<file path="src/rtl/rvfi_bus_dmem_write_check.sv">
// ---------------------------------------------------------------------------
// rvfi_bus_dmem_write_check
//   Write-direction checker for the RVFI bus channel. Every byte that a
//   retired store writes to the watched word (dmem_addr) must later appear on
//   the data-side bus with the same value, within MAX_LAT cycles.
//
// Ports
//   clock / reset     sampling clock, asynchronous active-low reset
//   check             enables the embedded assertion this cycle
//   dmem_addr         watched XLEN-aligned word address (held by harness)
//   rvfi_valid        retire valid, one bit per retire channel
//   rvfi_mem_addr     retire memory address, NRET x XLEN
//   rvfi_mem_wmask    retire write byte mask, NRET x XLEN/8
//   rvfi_mem_wdata    retire write data, NRET x XLEN
//   rvfi_bus_valid    bus transfer valid, one bit per bus channel
//   rvfi_bus_data     1 = data-side transfer, 0 = instruction fetch
//   rvfi_bus_addr     bus byte address of lane 0, NBUS x XLEN
//   rvfi_bus_wmask    bus write byte mask, NBUS x BUSLEN/8
//   rvfi_bus_wdata    bus write data, NBUS x BUSLEN
//   pend_mask         bytes retired but not yet seen on the bus
//   err_data          sticky: bus wrote a pending byte with the wrong value
//   err_timeout       sticky: bytes pending for MAX_LAT consecutive cycles
//   drained           one-cycle pulse: pending set emptied without error
// ---------------------------------------------------------------------------
module rvfi_bus_dmem_write_check #(
  parameter int unsigned XLEN    = 32,
  parameter int unsigned BUSLEN  = 32,
  parameter int unsigned NRET    = 1,
  parameter int unsigned NBUS    = 1,
  parameter int unsigned MAX_LAT = 16
) (
  input  logic                       clock,
  input  logic                       reset,
  input  logic                       check,
  input  logic [XLEN-1:0]            dmem_addr,
  input  logic [NRET-1:0]            rvfi_valid,
  input  logic [NRET*XLEN-1:0]       rvfi_mem_addr,
  input  logic [NRET*XLEN/8-1:0]     rvfi_mem_wmask,
  input  logic [NRET*XLEN-1:0]       rvfi_mem_wdata,
  input  logic [NBUS-1:0]            rvfi_bus_valid,
  input  logic [NBUS-1:0]            rvfi_bus_data,
  input  logic [NBUS*XLEN-1:0]       rvfi_bus_addr,
  input  logic [NBUS*BUSLEN/8-1:0]   rvfi_bus_wmask,
  input  logic [NBUS*BUSLEN-1:0]     rvfi_bus_wdata,
  output logic [XLEN/8-1:0]          pend_mask,
  output logic                       err_data,
  output logic                       err_timeout,
  output logic                       drained
);

  localparam int unsigned NB      = XLEN / 8;
  localparam int unsigned BB      = BUSLEN / 8;
  localparam int unsigned IDX_W   = (NB > 1) ? $clog2(NB) : 1;
  localparam int unsigned LAT_W   = (MAX_LAT > 1) ? $clog2(MAX_LAT) : 1;
  localparam int unsigned LAT_LIM = (MAX_LAT > 0) ? (MAX_LAT - 1) : 0;

  typedef enum logic [1:0] {
    S_IDLE = 2'd0,
    S_WAIT = 2'd1,
    S_ERR  = 2'd2
  } state_e;

  state_e                 state_q, state_d;
  logic [NB-1:0]          pend_q, pend_d;
  logic [NB-1:0][7:0]     exp_q, exp_d;
  logic [LAT_W-1:0]       lat_q, lat_d;
  logic                   err_data_q, err_data_d;
  logic                   err_to_q, err_to_d;
  logic                   drained_q, drained_d;

  logic                   added_c;
  logic                   mismatch_c;
  logic                   timeout_c;
  logic [XLEN-1:0]        off_c;

  // Byte tracking: retire channels first, then bus channels, so a store and
  // a matching bus write in the same cycle cancel out.
  always_comb begin
    pend_d     = pend_q;
    exp_d      = exp_q;
    added_c    = 1'b0;
    mismatch_c = 1'b0;
    off_c      = '0;

    for (int c = 0; c < int'(NRET); c++) begin
      if (rvfi_valid[c] && (rvfi_mem_addr[c*XLEN +: XLEN] == dmem_addr)) begin
        for (int j = 0; j < int'(NB); j++) begin
          if (rvfi_mem_wmask[c*NB + j]) begin
            exp_d[j]  = rvfi_mem_wdata[c*XLEN + j*8 +: 8];
            pend_d[j] = 1'b1;
            added_c   = 1'b1;
          end
        end
      end
    end

    for (int b = 0; b < int'(NBUS); b++) begin
      for (int i = 0; i < int'(BB); i++) begin
        if (rvfi_bus_valid[b] && rvfi_bus_data[b] && rvfi_bus_wmask[b*BB + i]) begin
          // Offset of this lane relative to the watched word, modulo 2^XLEN.
          off_c = rvfi_bus_addr[b*XLEN +: XLEN] + XLEN'(i) - dmem_addr;
          if ((off_c < XLEN'(NB)) && pend_d[off_c[IDX_W-1:0]]) begin
            if (rvfi_bus_wdata[b*BUSLEN + i*8 +: 8] != exp_d[off_c[IDX_W-1:0]]) begin
              mismatch_c = 1'b1;
            end
            pend_d[off_c[IDX_W-1:0]] = 1'b0;
          end
          // Writes to bytes that are not pending are evictions of older data.
        end
      end
    end
  end

  // Timeout fires on the last allowed waiting cycle with bytes still pending.
  always_comb begin
    timeout_c = 1'b0;
    if ((MAX_LAT != 0) && (state_q == S_WAIT) && !added_c &&
        (lat_q == LAT_W'(LAT_LIM)) && (pend_d != '0)) begin
      timeout_c = 1'b1;
    end
  end

  // FSM state register.
  always_ff @(posedge clock or negedge reset) begin
    if (!reset) begin
      state_q <= S_IDLE;
    end else begin
      state_q <= state_d;
    end
  end

  // FSM next-state logic.
  always_comb begin
    state_d = state_q;
    case (state_q)
      S_IDLE: begin
        if (mismatch_c || timeout_c) begin
          state_d = S_ERR;
        end else if (pend_d != '0) begin
          state_d = S_WAIT;
        end
      end
      S_WAIT: begin
        if (mismatch_c || timeout_c) begin
          state_d = S_ERR;
        end else if (pend_d == '0) begin
          state_d = S_IDLE;
        end
      end
      S_ERR:   state_d = S_ERR;
      default: state_d = S_ERR;
    endcase
  end

  // FSM output and latency-counter next values.
  always_comb begin
    err_data_d = err_data_q | mismatch_c;
    err_to_d   = err_to_q | timeout_c;
    drained_d  = 1'b0;
    lat_d      = lat_q;

    // Leaving WAIT for IDLE implies no error flag is set (errors go to ERR).
    if ((state_q == S_WAIT) && (state_d == S_IDLE)) begin
      drained_d = 1'b1;
    end

    if ((state_q == S_IDLE) || added_c) begin
      lat_d = '0;
    end else if ((state_q == S_WAIT) && (lat_q != '1)) begin
      lat_d = lat_q + LAT_W'(1);
    end
  end

  // Datapath and status registers.
  always_ff @(posedge clock or negedge reset) begin
    if (!reset) begin
      pend_q     <= '0;
      exp_q      <= '0;
      lat_q      <= '0;
      err_data_q <= 1'b0;
      err_to_q   <= 1'b0;
      drained_q  <= 1'b0;
    end else begin
      pend_q     <= pend_d;
      exp_q      <= exp_d;
      lat_q      <= lat_d;
      err_data_q <= err_data_d;
      err_to_q   <= err_to_d;
      drained_q  <= drained_d;
    end
  end

  assign pend_mask   = pend_q;
  assign err_data    = err_data_q;
  assign err_timeout = err_to_q;
  assign drained     = drained_q;

  // Formal hooks: no error while checking is enabled; reachability of a drain.
  a_no_err: assert property (@(posedge clock) disable iff (!reset)
                             check |-> (!err_data && !err_timeout));
  c_drained: cover property (@(posedge clock) disable iff (!reset)
                             check && drained);

endmodule
</file>
<file path="config.mk">
export PLATFORM = sky130hd
export DESIGN_NAME = rvfi_bus_dmem_write_check
export DESIGN_NICKNAME = d
export VERILOG_FILES = /design/src/rtl/rvfi_bus_dmem_write_check.sv
export SDC_FILE = /design/constraint.sdc
export NUM_CORES = 1
export LEC_CHECK = 0
export ABC_AREA = 1
export BUFFER_PORTS_ARGS = -buffer_cell sky130_fd_sc_hd__buf_4
export CORE_MARGIN = 3
export CORE_UTILIZATION = 36
export DETAILED_ROUTE_END_ITERATION = 7
export MAX_ROUTING_LAYER = met4
export PLACE_DENSITY = 0.59
export SYNTH_ARGS = -nofsm -noshare
export SYNTH_HDL_FRONTEND = slang
export SYNTH_SLANG_ARGS = --single-unit
</file>
<file path="constraint.sdc">
create_clock -name clock -period 3.15 [get_ports clock]
set_input_delay 0.4725 -clock clock [delete_from_list [all_inputs] [get_ports clock]]
set_output_delay 0.4725 -clock clock [all_outputs]
set_load 0.1 [all_outputs]
</file>
Word level (Yosys, flattened, before mapping):

Cells that the tools add are included.
W data, S select, Z words.

* input bits: 174
* output and inout bits: 7
* flip-flop bits (word level): 45

* reduce and logical (&&, ||, !) cells: 27
* bitwise logic cells: 10
* equal/unequal tests: 8
* $add $sub $neg: 8
* mux-type cells: 68
* magnitude comparators: 12

Operators with widths (number)
* $lt A32 B3 Y1 const B: 4
* $sub A32 B32 Y32: 4
* $add A32 B2 Y32 const B: 2
* $bmux W8 S2: 4
* $mux W8: 8
* $mux W4: 11
* $add A32 B1 Y32 const B: 1
* $eq A32 B32 Y1: 1
* $mux W32: 1
* $ne A8 B8 Y1: 4
* $mux W1: 31
* $logic_and A1 B1 Y1: 19
* $and A4 B4 Y4: 4
* $not A4 Y4: 4
* $lt A2 B3 Y1 const B: 4
* $bmux W1 S2: 4
* $demux W1 S2: 4
* $ge A2 B1 Y1 const B: 4
* $mux W2: 4
* $add A4 B1 Y4 const B: 1
* $eq A4 B4 Y1 const B: 1
* $logic_not A2 Y1: 2
* $logic_not A4 Y1: 1
* $ne A4 B4 Y1 const B: 1
* 7 further kinds: 9

Logic depth before layout (Yosys ltp):

Gate-level depths: netlist of the first run.

* word-level depth: 33
* mapped depth: 40
* gate-level depth less buffers: 40

Least setup slack after synthesis of the first run:

No wires, ideal clock.

* path type: input-to-reg
* from: in dmem_addr[1]
* to: reg err_to_q, in the netlist err_timeout
* arrival time: 3.870 ns
* cell stages on the path: 35
* setup time: 0.119 ns
* buffers on the path: 0
* setup slack: -0.840 ns
* cell sequence: inv_2 ha_1 inv_1 ha_1 inv_1 fa_1 o21ai_2 xor2_1 inv_1 nor3_1 nand2_1 nor2_1 nand3_1 nor2_1 nand3_1 nor2_1 nand2_2 nor2_4 nand3_2 nand2_2 nand2_2 nand2_1 inv_2 nand3_2 nand2_1 nand2_1 nand2_2 nor2_4 nand3_1 nand2_1 nand2_1 inv_2 nand2_2 nand2_2 nand2_1

* word-level cells in the longest chain between the ends: 28
* elaborated cells between the ends (all ways): 67
* those cells by class: 4 x add/sub; 12 x order compare; 1 x eq/ne; 27 x mux; 9 x bitwise; 14 x reduce/logical

Ends and longest elaborated chain
* from (decl): RTL line 35 `input logic [XLEN-1:0] dmem_addr,`
* branches (longest 25 deep; another with $sub A32 B32 Y32)
* $logic_and A1 B1 Y1 *: RTL line 118 `(lat_q == LAT_W'(LAT_LIM)) && (pend_d != '0)) begin`
* $mux W1 *: RTL line 117 `if ((MAX_LAT != 0) && (state_q == S_WAIT) && !added_c &&`
* $or A1 B1 Y1 *: RTL line 158 `err_to_d = err_to_q | timeout_c;`
* named net err_to_d: RTL line 68 `logic err_to_q, err_to_d;`
* to (signal assigned): RTL line 188 `err_to_q <= err_to_d;`
* to (decl): RTL line 68

Mark *: on every way through the listed nets, which the timed path passes. The select of a mux whose other input is x is not followed.
A chain may end at the register's enable or synchronous reset.

Worst setup path after layout of the first run:

* from: in dmem_addr[3]
* to: reg state_q[1]

* word-level cells in the longest chain between the ends: 29
* elaborated cells between the ends (all ways): 74
* those cells by class: 4 x add/sub; 4 x order compare; 5 x eq/ne; 45 x mux; 4 x bitwise; 12 x reduce/logical

Ends and longest elaborated chain
* branches (longest 28 deep; another with $sub A32 B32 Y32)
* $pmux W2 S2 *: RTL line 135 `case (state_q)`
* named net state_d[1]: RTL line 63 `state_e state_q, state_d;`
* to (signal assigned): RTL line 128 `state_q <= state_d;`
* to (decl): RTL line 63

Marked as above.

==> results of run 1 <==
## registers in the layout, summed over array words and instances, names as in the netlist
signal / count
exp_q: 32
lat_q: 4
pend_mask: 4
state_q: 2
drained: 1
err_data: 1
err_timeout: 1
## layer usage
| metal | vias up | global-route usage (%) |
|---|---|---|
| li1 | 7159 | - |
| met1 | 6746 | 43.9 |
| met2 | 409 | 49.3 |
| met3 | 74 | 3.55 |
| met4 | 0 | 7.98 |
| met5 | - | - |
## cell families after synthesis
kind of cell | Yosys count | share of synthesized area, %
flip-flops | 45 | 10.6
buffers and inverters | 324 | 11.8
adder cells (fa/ha/maj) | 101 | 14.3
AND/OR/NAND/NOR | 928 | 38.0
multiplexers | 34 | 3.40
XOR/XNOR | 93 | 7.69
AO/OA/AOI/OAI | 274 | 14.2
## power breakdown
group / leakage, nW / switching (mW) / internal, mW
clock network: 0.0696 / 0.246 / 0.292
logic: 9.04 / 2.12 / 1.83
registers: 0.608 / 0.0000000253 / 0.578
## worst paths after layout
check | startpoint | end | cells after the start | slack (ns)
max | dmem_addr[3] | state_q[1] | 35 | -1.13
min | reset | exp_q[11] | 1 | 0.18
max reg2reg | pend_mask[0] | state_q[1] | 28 | 0.24
min reg2reg | err_data | err_data | 1 | 0.47
max in group asynchronous | reset | exp_q[20] | 1 | 2.54
min in group clock | rvfi_mem_wdata[17] | exp_q[17] | 2 | 0.43
## what timing repair did
action	CTS	global route
endpoints found under the setup margin	9	9
buffers inserted	35	24
gates resized for setup	194	174
pin swaps	85	81
## cell usage in the layout (no fill, tap or decap), types with 40 or more instances in the layout
master | synthesis | final
nand2_2 | 13 | 64
nand2_1 | 512 | 440
nor2_1 | 183 | 139
ha_1 | 68 | 42
o21ai_0 | 116 | 102
nand3_1 | 86 | 59
a21oi_1 | 88 | 51
inv_2 | 33 | 40
dfrtp_1 | 45 | 45
xor2_1 | 75 | 66
buf_4 | 3 | 689
inv_1 | 263 | 238
## cell type report
class                      instances  share of cell area (%)
multi-input combinational       1430                    53.3
timing repair buffer             726                    30.8
inverter                         299                    6.41
sequential                        45                    6.14
tap                              384                    2.62
clock buffer                       5                   0.682
clock inverter                     3                  0.0955
## per-stage QoR
step / instance area (um^2) / cells / power [mW] / worst slack [ns]
4_1_cts: 17500 / 2869 / 4.78 / -0.952
6_report: 18300 / 2892 / 5.07 / -1.13
3_5_place_dp: 16400 / 2828 / 3.97 / -1.55
5_1_grt: 18300 / 2892 / 5.39 / -1.32
3_3_place_gp: 16400 / 2828 / 3.95 / -1.53
2_1_floorplan: 10900 / 1799 / 2.21 / -0.718
==> metrics.cfg, run 1 <==
[status]
run_status=complete, but fails checks
violations=negative setup slack

[synth]
synth_nets=2074
synth_area_leaders=nand2_1 (18%), dfrtp_1 (11%), inv_1 (9.3%)
avgSynthCellArea_um2=5.89
ys_seq_elements=45
ys_types=52
synth_common_cells=nand2_1 (512), inv_1 (263), nor2_1 (183), o21ai_0 (116), a21oi_1 (88)
yosys.cell_count.top_type=nand2_1
synth-edff-count=0
yosys_most_used_dff=dfrtp_1
synth_area_um2=10600
syn-instance-count=1799
async_flop_share_pct=100
synth_top_area_share_pct=18.1
yosys_warnings=0
ys_seq_area_share_pct=10.6
yosysTopAreaCell=nand2_1

[finish]
drive_gt1_share_pct=45.7
final_nets=2782
syn_to_final_growth_pct=73.1
n_antenna_cell=0
post-route-util_pct=63.5
regArea_um2=1130
multi_input_area_um2=9770
fill_cells=2736

[timing]
period_minus_slack_ns=4.28
max_freq_ghz=0.234
final.setup.worst_slack_ns=-1.13
slew_headroom_pct=43.5
rsz0062_at_grt=yes
report.final.setup_viol=9
totalNegativeSetupSlack_ns=-9.51
drv_slew=0
skew_ns=0.00250
tightest_slew_ns=0.840
post-route-period-util_pct=136
holdWs_ns=0.180
hold_viol=0

[floorplan]
ioPinCount=181
dieArea_um2=31500
die_h_um=178
rows=62
start_util_pct=36.7
die_w_um=178
coreArea_um2=28900

[clock_tree]
cts_buffers=5
cts_tree=yes
cts.sinks=45
h-tree-depth=2
clkTransAtPathRegs_ns=0.07
cts_buffer_depth=2
clk_latency_ns=0.30
hold_buffers=0
cts_root_buf=clkbuf_16

[detailed_routing]
routed_wl_mm=50.6
met3WireLength_mm=2.61
top_layer_used=met4
vias_per_cell=4.98
drt-wirelength-per-cell_um=17.5
met1_length_mm=23.7
drtAntennaViolNets=0
wl_met2_mm=23.0
firstDrtPassIters=5
drc=0
drtIter0Drc=952
vias=14388

[critical_path]
worst_setup_path_start_kind=input port
cp_slowest_cell=fa_2
cp_max_fo=5
cp_top_family=simple AND/OR/NAND/NOR gates
cpPeakStageDelay_ns=0.63
critPathBufInv=6
criticalPathCategory=input port to flip-flop
path_common_cell=nand2_2
endpoint_kind=flip-flop
worstPathRequired_ns=3.34
arrival_ns=4.47

[power_and_ir_drop]
powerDensity_nw_per_um2=276
leakage_nw=9.72
irDropWorstVdd_mv=0.197

[flow_run]
maxCapViolCount=0

[global_route]
antenna_found_initial=0
gr-total-overflow=0
grt_pass1_wl_mm=75.0
grt.total_usage_pct=31.7
grt_pass1_vias=14193
grt_max_degree=46

[placement]
dpl.hpwl_mm=43.7
io_buffers=179
place.gp.congestion=1.05

[worst_hold_path]
hp-class=input port to asynchronous set/reset pin

Note: power is estimated with default switching activity, not from simulation.
==> inputs of run 2 (changes only) <==
ABC_AREA = not set   (was 1)
CTS_BUF_LIST = sky130_fd_sc_hd__clkbuf_16   (was not set)
==> metrics.cfg, run 2 <==
[clock_tree]
cts_root_buf=clkbuf_16
clk_latency_ns=0.29
cts_buffer_depth=2
clkTransAtPathRegs_ns=0.07
h-tree-depth=2
cts_tree=yes
hold_buffers=0
cts.sinks=45
cts_buffers=5

[critical_path]
cp_slowest_cell=fa_2
cp_num_cells=20
cp_top_family=compound AO/OA/AOI/OAI gates
worst_setup_path_start_kind=input port
crit_chain=buf_6, inv_4, ha_4, fa_2, buf_6, buf_6, nand2_1, o21ai_2, buf_4, a21o_1, nor2_2, a2111oi_4, nand4_1, nor4_2, nand4_1, o32ai_4, o221ai_2, a211oi_2, buf_4, o211ai_1
endpoint_kind=flip-flop
path_common_cell=buf_6
worstPathRequired_ns=3.29
cp_max_fo=6
critPathBufInv=6
arrival_ns=4.53
cpPeakStageDelay_ns=0.61
r2r_cells=9
criticalPathCategory=input port to flip-flop

[detailed_routing]
drtAntennaViolNets=0
firstDrtPassIters=8
drtIter0Drc=1393
vias=14708
drt-wirelength-per-cell_um=21.3
drc=0
vias_per_cell=5.70
routed_wl_mm=55.0

[floorplan]
dieArea_um2=32800
ioPinCount=181
die_w_um=181
start_util_pct=36.9
die_h_um=181
coreArea_um2=29900
rows=63

[timing]
slew_headroom_pct=48.3
totalNegativeSetupSlack_ns=-9.11
period_minus_slack_ns=4.39
tightest_slew_ns=0.771
hold_viol=0
skew_ns=0.00329
report.final.setup_viol=9
max_freq_ghz=0.228
final.setup.worst_slack_ns=-1.24
drv_slew=0
holdWs_ns=0.180
post-route-period-util_pct=139
rsz0062_at_grt=yes

[finish]
multi_input_area_um2=10600
fin_area_um2=19000
drive_gt1_share_pct=49.7
final_common_cell=buf_4
final_nets=2463
regMostFlops=exp_q
n_antenna_cell=0
syn_to_final_growth_pct=72.7
final_cells=2579
regArea_um2=1130
final_cell_mix=buf_4 (769), xnor2_1 (102), nand2_1 (101), nor2_1 (86), mux2i_1 (70)
post-route-util_pct=63.7
fill_cells=2623
largest_reg_flops=32

[global_route]
gr-total-overflow=0
antenna_found_initial=0
grt.total_usage_pct=32.8
grt_pass1_vias=14633
grt_pass1_wl_mm=82.6
grt_max_degree=46

[power_and_ir_drop]
irDropWorstVdd_mv=0.196
powerDensity_nw_per_um2=268
p_total_mw=5.10
leakage_nw=8.76

[synth]
synth_top_area_share_pct=10.2
synth_nets=1721
yosys_most_used_dff=dfrtp_1
ys_seq_elements=45
synth-edff-count=0
async_flop_share_pct=100
synth_area_um2=11000
yosys_warnings=0
yosysTopAreaCell=dfrtp_1
synth_common_cells=nand2_1 (110), xnor2_1 (102), inv_1 (96), nor2_1 (96), a21oi_1 (87)
ys_seq_area_share_pct=10.2
avgSynthCellArea_um2=7.62
ys_types=91
syn-instance-count=1446
yosys.cell_count.top_type=nand2_1
synth_area_leaders=dfrtp_1 (10%), xnor2_1 (8.1%), ha_1 (7.7%)

[placement]
dp_slack_ns=-1.91
placed_cell_area_um2=17300
place.gp.congestion=1.11
dp_cells=2520
dpl.hpwl_mm=46.4
io_buffers=179

[flow_run]
maxCapViolCount=0

[status]
violations=negative setup slack
run_status=complete, but fails checks

[worst_hold_path]
hp-class=input port to asynchronous set/reset pin

==> run 2: cell types whose count changed in the layout (fill, tap and decap cells not counted), moves of 32 or more <==
cell,delta
o21ai_0,-63
nor2_1,-53
nand2_1,-339
nand2_2,-58
mux2i_1,+52
inv_1,-169
xnor2_1,+85
nand3_2,-32
buf_4,+80
==> run 2: cell type report <==
class | count | area share, %
Multi-Input combinational cell | 1229 | 55.5
Timing Repair Buffer | 810 | 33.2
Sequential cell | 45 | 5.91
Tap cell | 390 | 2.56
Inverter | 97 | 2.11
Clock buffer | 5 | 0.657
Clock inverter | 3 | 0.0920
==> run 2: logic make-up after synthesis <==
kind of cell | Yosys count | synth area share [%]
muxes | 89 | 8.72
adders and majority gates | 101 | 13.7
and+or+nand+nor | 494 | 24.0
AOI/OAI and AO/OA | 396 | 25.0
buffers and inverters | 172 | 6.48
DFF | 45 | 10.2
xor gates and xnor gates | 149 | 11.8
==> run 2: per-layer routing <==
layer  global-route usage, %  up-vias  part of all wire [%]
li1                        -     6831                     -
met1                    43.3     7103                    43
met2                    53.0      645                    46
met3                    4.07      129                   6.9
met4                    9.81        0                   3.8
met5                       -        -                     0
==> run 2: power by group <==
part | leakage (nW) | internal [mW] | switching (mW)
clock | 0.0712 | 0.292 | 0.240
sequential | 0.624 | 0.578 | 0.00000000883
combinational | 8.06 | 1.93 | 2.06
==> run 2: timing repair <==
action / 4_1_cts / 5_1_grt
buffers inserted: 34 / 18
gates resized for setup: 212 / 80
endpoints found under the setup margin: 9 / 9
pin swaps: 70 / 65
==> run 2: worst paths after layout <==
| kind | startpoint | to | slack [ns] |
|---|---|---|---|
| max reg2reg | pend_mask[3] | state_q[0] | 0.27 |
| min | reset | exp_q[2] | 0.18 |
| min in group clock | rvfi_mem_wdata[13] | exp_q[13] | 0.44 |
| max in group asynchronous | reset | exp_q[27] | 2.54 |
| max | dmem_addr[7] | state_q[1] | -1.24 |
| min reg2reg | state_q[1] | state_q[0] | 0.52 |
